===== config.mk =====
export PLATFORM = sky130hd
export DESIGN_NAME = barrel_rotate_left_pipe
export DESIGN_NICKNAME = d
export VERILOG_FILES = /design/src/rtl/barrel_rotate_left_pipe.sv
export SDC_FILE = /design/constraint.sdc
export NUM_CORES = 1
export LEC_CHECK = 0
export BUFFER_PORTS_ARGS = -buffer_cell sky130_fd_sc_hd__buf_2
export CAP_MARGIN = 20
export CORE_ASPECT_RATIO = 1.2
export CORE_MARGIN = 10
export CORE_UTILIZATION = 55
export DETAILED_ROUTE_END_ITERATION = 10
export GPL_TIMING_DRIVEN = 0
export PLACE_DENSITY = 0.82
export SYNTH_ARGS = -nofsm -noshare
export SYNTH_HDL_FRONTEND = slang
export SYNTH_SLANG_ARGS = --single-unit
export TNS_END_PERCENT = 50

===== constraint.sdc =====
create_clock -name clk -period 23.6 [get_ports clk]
set_input_delay 0 -clock clk [delete_from_list [all_inputs] [get_ports clk]]
set_output_delay 0 -clock clk [all_outputs]
set_load 0.005 [all_outputs]

===== src/rtl/barrel_rotate_left_pipe.sv =====
// barrel_rotate_left_pipe
//   Pipelined barrel rotator. Rotates a WIDTH-bit word left by samt positions.
//   Each registered stage resolves one samt bit, MSB first (16, 8, 4, 2, 1 by default).
//   A single global advance signal moves the whole pipe; bubbles are not collapsed.
//   Requires 2**SAMT_W <= WIDTH.
//
// Ports
//   clk        rising-edge clock
//   rst        asynchronous active-high reset; clears valids, data and samt registers
//   flush      synchronous; clears all valid bits, data registers keep their contents
//   in_valid   D_in/samt valid this cycle
//   in_ready   pipe can accept (depends only on out_valid/out_ready)
//   D_in       word to rotate
//   samt       left-rotate amount
//   out_valid  D_out holds a result
//   out_ready  consumer accepts the result
//   D_out      rotated word, straight from the last stage register
//   busy       OR of all stage valid bits

module barrel_rotate_left_pipe #(
   parameter int unsigned WIDTH  = 64,
   parameter int unsigned SAMT_W = 5
) (
   input  logic              clk,
   input  logic              rst,
   input  logic              flush,
   input  logic              in_valid,
   output logic              in_ready,
   input  logic [WIDTH-1:0]  D_in,
   input  logic [SAMT_W-1:0] samt,
   output logic              out_valid,
   input  logic              out_ready,
   output logic [WIDTH-1:0]  D_out,
   output logic              busy
);

   logic                adv;
   logic [SAMT_W-1:0]   stage_valid;
   logic [WIDTH-1:0]    stage_data [SAMT_W];
   // Remaining (not yet applied) samt bits of each stage, zero-extended.
   logic [SAMT_W-1:0]   stage_rem  [SAMT_W];

   // The last stage is the output register, so the pipe moves whenever it is
   // empty or being drained.
   assign adv      = ~out_valid | out_ready;
   assign in_ready = adv;

   for (genvar k = 0; k < SAMT_W; k++) begin : g_stage
      localparam int unsigned N  = 2 ** (SAMT_W - 1 - k);
      // Amount bits still carried into this stage; the MSB is applied here.
      localparam int unsigned AW = SAMT_W - k;

      logic [WIDTH-1:0] src;
      logic [AW-1:0]    amt;
      logic             src_valid;
      logic [WIDTH-1:0] rot;
      logic [WIDTH-1:0] data_q;
      logic             valid_q;

      if (k == 0) begin : g_head
         assign src       = D_in;
         assign amt       = samt;
         assign src_valid = in_valid;
      end else begin : g_tail
         assign src       = stage_data[k-1];
         assign amt       = stage_rem[k-1][AW-1:0];
         assign src_valid = stage_valid[k-1];
      end

      assign rot = amt[AW-1] ? {src[WIDTH-1-N:0], src[WIDTH-1 -: N]} : src;

      always_ff @(posedge clk or posedge rst) begin
         if (rst) begin
            data_q  <= '0;
            valid_q <= 1'b0;
         end else if (flush) begin
            valid_q <= 1'b0;
         end else if (adv) begin
            data_q  <= rot;
            valid_q <= src_valid;
         end
      end

      assign stage_data[k]  = data_q;
      assign stage_valid[k] = valid_q;

      if (k < SAMT_W - 1) begin : g_rem
         logic [AW-2:0] rem_q;

         always_ff @(posedge clk or posedge rst) begin
            if (rst) begin
               rem_q <= '0;
            end else if (!flush && adv) begin
               rem_q <= amt[AW-2:0];
            end
         end

         assign stage_rem[k] = SAMT_W'(rem_q);
      end else begin : g_last
         // Nothing left to apply after the final stage.
         assign stage_rem[k] = '0;
      end
   end

   assign out_valid = stage_valid[SAMT_W-1];
   assign D_out     = stage_data[SAMT_W-1];
   assign busy      = |stage_valid;

endmodule


Word level (Yosys, flattened, before mapping)
Index checks and enable logic that the tools add are counted.
{"block": "totals", "ff_bits": 335, "input_bits": 74, "out_inout_bits": 67, "word_cells": 37}
{"block": "classes", "n_mux": 15, "n_bitwise": 3, "n_reduce_logical": 5}
{"operator": "2-to-1 mux 64 bit", "n": 5}
{"operator": "2-to-1 mux 1 bit", "n": 10}
{"operator": "OR reduction 5 bit", "n": 1}
{"operator": "NOT 1 bit", "n": 2}
{"operator": "AND reduction 2 bit", "n": 1}
{"operator": "nonzero test 2 bit", "n": 1}
{"operator": "logical AND 1 bit", "n": 1}
{"operator": "logical NOT 1 bit", "n": 1}
{"operator": "OR 1 bit", "n": 1}

Depth between registers and ports, before layout
Gate-level depths: netlist of run 1.
{"block": "depth", "word_depth": 4, "ltp_mapped": 7, "depth_no_buf": 4}

Worst setup path before layout of run 1
OpenSTA, ideal clock, no wires.
{"block": "synth_path", "kind": "register to register", "from": "register g_stage[4].valid_q (netlist: out_valid)", "to": "register g_stage[0].g_rem.rem_q[0]", "setup_ns": 0.125, "t_arrival_ns": 1.307, "t_required_ns": 23.475, "slack_ns": 22.168, "path_stages_with_launch": 8, "path_cell_list": "dfrtp_1 -> nor2b_4 -> inv_4 -> nand2b_4 -> buf_6 -> buf_6 -> buf_12 -> mux2_4"}
{"block": "synth_between", "elab_chain_cells": 3}
{"item": "start: declaration", "line": "58", "rtl": "logic valid_q;"}
{"item": "start signal: assignment", "line": "80", "rtl": "valid_q <= src_valid;"}
{"item": "NOT 1 bit", "line": "45", "rtl": "assign adv = ~out_valid | out_ready;"}
{"item": "OR 1 bit", "line": "45"}
{"item": "named net in_ready", "line": "28", "rtl": "output logic in_ready,"}
{"item": "logical AND 1 bit", "line": "93", "rtl": "end else if (!flush && adv) begin"}
{"item": "end signal: assignment", "line": "94", "rtl": "rem_q <= amt[AW-2:0];"}
{"item": "end: declaration", "line": "88", "rtl": "logic [AW-2:0] rem_q;"}
The timed path passes the listed nets, and every way through them passes these cells.
A chain may end at the register's enable or synchronous reset.

Worst setup path after layout of run 1
{"block": "layout_path", "from": "register g_stage[4].valid_q (netlist: out_valid)", "to": "register g_stage[0].data_q[42]"}
{"block": "layout_between", "elab_chain_cells": 3}
{"item": "NOT 1 bit", "line": "45"}
{"item": "OR 1 bit", "line": "45"}
{"item": "AND reduction 2 bit (no line)"}
{"item": "end signal: assignment", "line": "79", "rtl": "data_q <= rot;"}
{"item": "end: declaration", "line": "57", "rtl": "logic [WIDTH-1:0] data_q;"}
Every way passes these cells.

==> out/results.tsv, run 1 <==
metric	value	unit
status	complete, no violations	
startpoint types	register	
Pwr Density	89.3	nW/µm²
DR vias	12900	
Core ar.	28100	µm²
CTS tree	built	
Post-route DRC	0	
layout cells sized above 1	0.161	
Avg Synthesized Cell Area	10.7	µm²
vias in the first global route	13300	
total congestion overflow	0	
CP endpoint kind	register	
setup violators final	0	
final hold vios	0	
ant diodes	0	
skew final	0.0131	ns
Hold EP	g_stage[0].data_q[62]	
RePlAce Congestion	1.04	
hold depth	3	
Final min period	1.85	ns
min-delay worst type	input pin to register	
Unique masters post-synth	19	
Synth area leaders	dfrtp_1, mux2i_1, o21ai_0	
WL per Instance	21.5	µm
placed insts	1990	
reg2reg path depth	6	
Clock Sinks	335	
area of the mapped netlist	15700	µm²
final cell count without fillers	2144	
maximum number of pins on one net before global-route repair	138	
FF-to-FF End	g_stage[0].data_q[42]	
die span in x	174	µm
NumNets Final	1813	
clock buffer count from CTS	34	
crit-path max FO	10	
setup repair bufs after CTS	0	
ANT nets after route	0	
Post-CTS Resized	0	
fin util	0.678	
most frequent cells in the layout	o21ai_0, dfrtp_1, mux2i_1	
Fillers	2031	
reg-to-reg slack, setup	21.75	ns
maximum vdd drop	0.0434	mV
routed wire length	46100	µm
Initial Util	0.560	
Die ar.	35800	µm²
first-pass GRT wire length	72800	µm
most common cell after layout, fill and taps aside	o21ai_0	
fin worst setup slack	21.75	ns
Worst R2R Start	out_valid	
cell row count	67	
required time of the critical path	24.00	ns
Hold WS	0.0217	ns
hold path start	D_in[62]	
IO buf count	139	
Tcrit/Tclk final	0.0785	
IO Pins	141	
initial detailed-routing violation count	1223	
Mapped Cells	1470	
final setup TNS	0	ns
hold buffers post-CTS	92	
flops & latches, synth	335	
Max Cap Viol	0	
relative slew slack	0.341	
Synth-to-Final Area Change	20.9	%
worst-case clock buffer depth	3	
Pre-antenna DRT Iters	6	
clk_lat worst skew	0.52	ns
Die Ht	205	µm
critical path class	register to register	
DR vias/cell	6.00	
crit path DAT	2.25	ns
Cell Area, Placed	17000	µm²
Leakage Power	8.85	nW
dominant cell type by area after synthesis	dfrtp_1	
register clock-pin slew on the reported worst setup and hold paths	0.06	ns
Root Buffer	clkbuf_16	
Total GRT Usage	0.253	
register area share after synthesis	0.533	
post-DP HPWL	31200	µm
Synth warnings	0	
Slew Limit Fails	0	
share of the synthesized area in the top cell type	0.533	
Fmax	0.540	GHz
total power draw	1.70	mW
RSZ-0062 raised after global routing	false	
Max H-tree Level	2	
Syn Nets	1544	
final instance area	19000	µm²
Place WS	21.72	ns
Least-Margin Pin Slew	0.988	ns
antenna violations before repair	0	
[layer usage]
metal	global-route usage	wire [µm]	part of all wire
met5	0	0	0
met4	0.164	3220	0.070
met3	0.0442	2890	0.063
met2	0.432	22400	0.49
met1	0.290	17600	0.38
[area by class of cell]
cell class	count	area [µm²]	share of cell area
Clock inverter	13	121	0.00638
Tap cell	379	474	0.0249
Clock buffer	49	1020	0.0537
Inverter	2	17.5	0.000921
Sequential cell	335	8380	0.441
Buffer	144	686	0.0360
Timing Repair Buffer	233	1670	0.0878
Multi-Input combinational cell	989	6650	0.350
[synthesized netlist by cell type, drive strengths merged]
library cell / number
nand2b: 1
clkbuf: 98
nand2: 9
nor2b: 1
mux2: 10
a21oi: 4
mux2i: 320
nor3: 1
dfrtp: 335
nor2: 3
o21ai: 640
buf: 46
inv: 2
[flip-flops by register name (all words and copies together), names as in the netlist]
signal and flops:
g_stage.valid_q 4, out_valid 1, g_stage.data_q 256, g_stage.g_rem.rem_q 10
D_out 64
[worst max-delay path by stage]
stage / start / to / slack [ns] / depth (start not counted)
CTS: out_valid / D_out[62] / 21.81 / 7
detailed placement: flush / D_out[2] / 21.72 / 6
global placement: rst / g_stage[1].data_q[47] / 11.57 / 2
global route: out_valid / g_stage[0].data_q[42] / 21.68 / 6
floorplan: rst / D_out[0] / 14.32 / 1
finish: out_valid / g_stage[0].data_q[42] / 21.75 / 6
[power breakdown]
part	internal, mW	total, mW	switching, mW
Sequential	0.697	0.792	0.0956
Combinational	0.168	0.359	0.191
Clock	0.324	0.548	0.224
[logic make-up after synthesis]
family,count (synthesis),synth area share
mux,330,0.213
buf+inv,146,0.0442
simple gates,15,0.00493
compound gates,644,0.205
flops,335,0.533
[critical path, cell delays in order (launching register included)]
cell	delay, ns
dfrtp_1	0.36
nor2b_4	0.18
buf_4	0.25
buf_6	0.23
clkbuf_1	0.32
o21ai_0	0.20
o21ai_0	0.17
Power figures use the tool's default switching activity.
==> run 2, diff against run 1 <==
--- a/config.mk
+++ b/config.mk
@@ -5,6 +5,7 @@
 export SDC_FILE = /design/constraint.sdc
 export NUM_CORES = 1
 export LEC_CHECK = 0
+export ABC_AREA = 1
 export BUFFER_PORTS_ARGS = -buffer_cell sky130_fd_sc_hd__buf_2
 export CAP_MARGIN = 20
 export CORE_ASPECT_RATIO = 1.2
@@ -12,7 +13,7 @@
 export CORE_UTILIZATION = 55
 export DETAILED_ROUTE_END_ITERATION = 10
 export GPL_TIMING_DRIVEN = 0
-export PLACE_DENSITY = 0.82
+export PLACE_DENSITY = 0.81
 export SYNTH_ARGS = -nofsm -noshare
 export SYNTH_HDL_FRONTEND = slang
 export SYNTH_SLANG_ARGS = --single-unit
==> constraint.sdc (replaced) <==
create_clock -name clk -period 1.8 [get_ports clk]
set_input_delay 0 -clock clk [delete_from_list [all_inputs] [get_ports clk]]
set_output_delay 0 -clock clk [all_outputs]
set_load 0.005 [all_outputs]
==> out/results.tsv, run 2 <==
metric	value	unit
slowest cell on the critical path	dfrtp_1	
startpoint types	register	
DR vias	15400	
DR vias/cell	4.91	
relative slew slack	0.529	
Pwr Density	1040	nW/µm²
maximum vdd drop	0.767	mV
ANT nets after route	0	
min-delay worst type	input pin to asynchronous set/reset pin	
clock buffer count from CTS	31	
Total GRT Usage	0.241	
share of flip-flops with an asynchronous set or reset	1.00	
Die Ht	210	µm
Tcrit/Tclk final	0.953	
final setup TNS	0	ns
post-DP HPWL	34400	µm
reg-to-reg slack, setup	0.09	ns
crit-path max FO	10	
Mapped Cells	2450	
Fillers	2532	
Post-synth top cells	nand2_1, dfrtp_1, buf_2	
reg2reg path depth	5	
RSZ-0062 raised after global routing	false	
register area	8380	µm²
register area share after synthesis	0.507	
crit path DAT	1.72	ns
RePlAce Congestion	1.04	
IO buf count	140	
Pre-antenna DRT Iters	5	
antenna violations before repair	0	
Clock Sinks	335	
cell row count	69	
register clock-pin slew on the reported worst setup and hold paths	0.06	ns
Root Buffer	clkbuf_16	
most frequent cells in the layout	nand2_1, dfrtp_1, buf_2	
total congestion overflow	0	
FF-to-FF End	D_out[19]	
ant diodes	0	
worst path bufs/invs	2	
Post-route DRC	0	
status	complete, no violations	
Slew Limit Fails	0	
maximum number of pins on one net before global-route repair	46	
Post-synth top flop	dfrtp_1	
final cell count without fillers	3143	
most common cell after layout, fill and taps aside	nand2_1	
critical path class	register to output port	
Leakage Power	12.0	nW
Syn Nets	2524	
crit path cell chain	nand2_2 > buf_1 > buf_2	
Avg Synthesized Cell Area	6.75	µm²
Max H-tree Level	1	
dominant cell type by area after synthesis	dfrtp_1	
Fmax	0.583	GHz
Die ar.	37400	µm²
CTS tree	built	
Initial Util	0.559	
footprint of the multi-input gates	7410	µm²
NumNets Final	2805	
Synth warnings	0	
Worst R2R Start	out_valid	
Synth area leaders	dfrtp_1, nand2_1, buf_2	
vias in the first global route	15300	
max FFs per register	256	
CP top delay family	buffers and inverters	
CP endpoint kind	output port	
die span in x	178	µm
Max Cap Viol	0	
required time of the critical path	1.80	ns
number of flops mapped to enable cells by yosys	0	
skew final	0.00778	ns
Cell Area, Placed	17900	µm²
most common cell in the netlist	nand2_1	
first-pass GRT wire length	74400	µm
placed insts	2989	
clk_lat worst skew	0.55	ns
final hold vios	0	
area of the mapped netlist	16500	µm²
Synth-to-Final Area Change	20.4	%
Least-Margin Pin Slew	0.704	ns
WL per Instance	14.4	µm
setup violators final	0	
Top reg by flops	g_stage.data_q	
worst-case clock buffer depth	3	
final instance area	19900	µm²
flops & latches, synth	335	
Unique masters post-synth	14	
IO Pins	141	
Core ar.	29600	µm²
layout cells sized above 1	0.112	
Final min period	1.72	ns
Critical Path Max Stage Delay	0.43	ns
routed wire length	45200	µm
share of the synthesized area in the top cell type	0.507	
initial detailed-routing violation count	958	
-- run 2: cell types whose count changed after synthesis, sizes merged --
cell    previous run  this run
buf               46       103
inv                2        12
nor2               3         0
mux2              10         0
mux2i            320         0
nand2b             1         0
o21ai            640         4
a21oi              4         2
nand3              0        16
nand2              9      1942
clkbuf            98        35
nor2b              1         0
-- run 2: routing by layer --
layer | wire length (µm) | vias to the layer above | track usage
met4 | 2070 | 0 | 0.110
met1 | 18700 | 6985 | 0.287
met5 | 0 | - | 0
met3 | 2310 | 131 | 0.0322
li1 | - | 7891 | -
met2 | 22100 | 419 | 0.424
-- run 2: worst max-delay path by stage --
stage / from / end / depth (start not counted) / slack (ns)
4_1_cts: out_valid / in_ready / 3 / 0.08
3_3_place_gp: rst / g_stage[0].data_q[24] / 2 / -4.24
3_5_place_dp: out_valid / g_stage[0].data_q[61] / 5 / 0.02
2_1_floorplan: rst / D_out[0] / 1 / -2.68
5_1_grt: out_valid / in_ready / 3 / 0.008
6_report: out_valid / in_ready / 3 / 0.08
-- run 2: cell families (layout without fill, tap and decap cells) --
family,Yosys count,after routing,share of synthesized area
DFF,335,335,0.507
AOI/OAI and AO/OA,6,6,0.00204
and+or+nand+nor,1959,1959,0.446
buffers and inverters,150,453,0.0452
-- run 2: area by class of cell --
type,instances,area share
Multi-Input combinational cell,1965,0.372
Inverter,12,0.00245
Clock inverter,11,0.00540
Tap cell,390,0.0245
Buffer,138,0.0354
Timing Repair Buffer,248,0.0940
Clock buffer,44,0.0449
Sequential cell,335,0.421
-- run 2: timing repair --
action                                  in CTS  in global routing
hold buffers                                99                  0
hold endpoints to repair                   117                  0
gates resized for setup                      1                  0
endpoints found under the setup margin       1                  0
setup buffers                                0                  0
-- run 2: stage by stage --
stage          total power, mW  worst slack, ns   util  hold WS [ns]
2_1_floorplan             12.6            -2.68      -        0.0631
3_5_place_dp              14.2           0.0242  0.605       0.00793
3_3_place_gp              14.0            -4.24  0.599         0.205
6_report                  20.7           0.0840  0.672        0.0375
5_1_grt                   22.0          0.00833  0.672        0.0770
4_1_cts                   20.8           0.0758  0.672        0.0222
-- run 2: where the power goes --
group / switching (mW) / total (mW) / leakage, nW / internal, mW
clock: 2.68 / 6.39 / 0.499 / 3.71
combinational: 2.64 / 4.38 / 7.15 / 1.74
sequential: 1.08 / 9.94 / 4.33 / 8.86
-- run 2: worst register-to-register path: cells and delay by family, from the launching register on --
kind | cells | cell delay (ns)
AOI/OAI and AO/OA | 1 | 0.40
buffers and inverters | 2 | 0.64
DFF | 1 | 0.43
and+or+nand+nor | 2 | 0.18
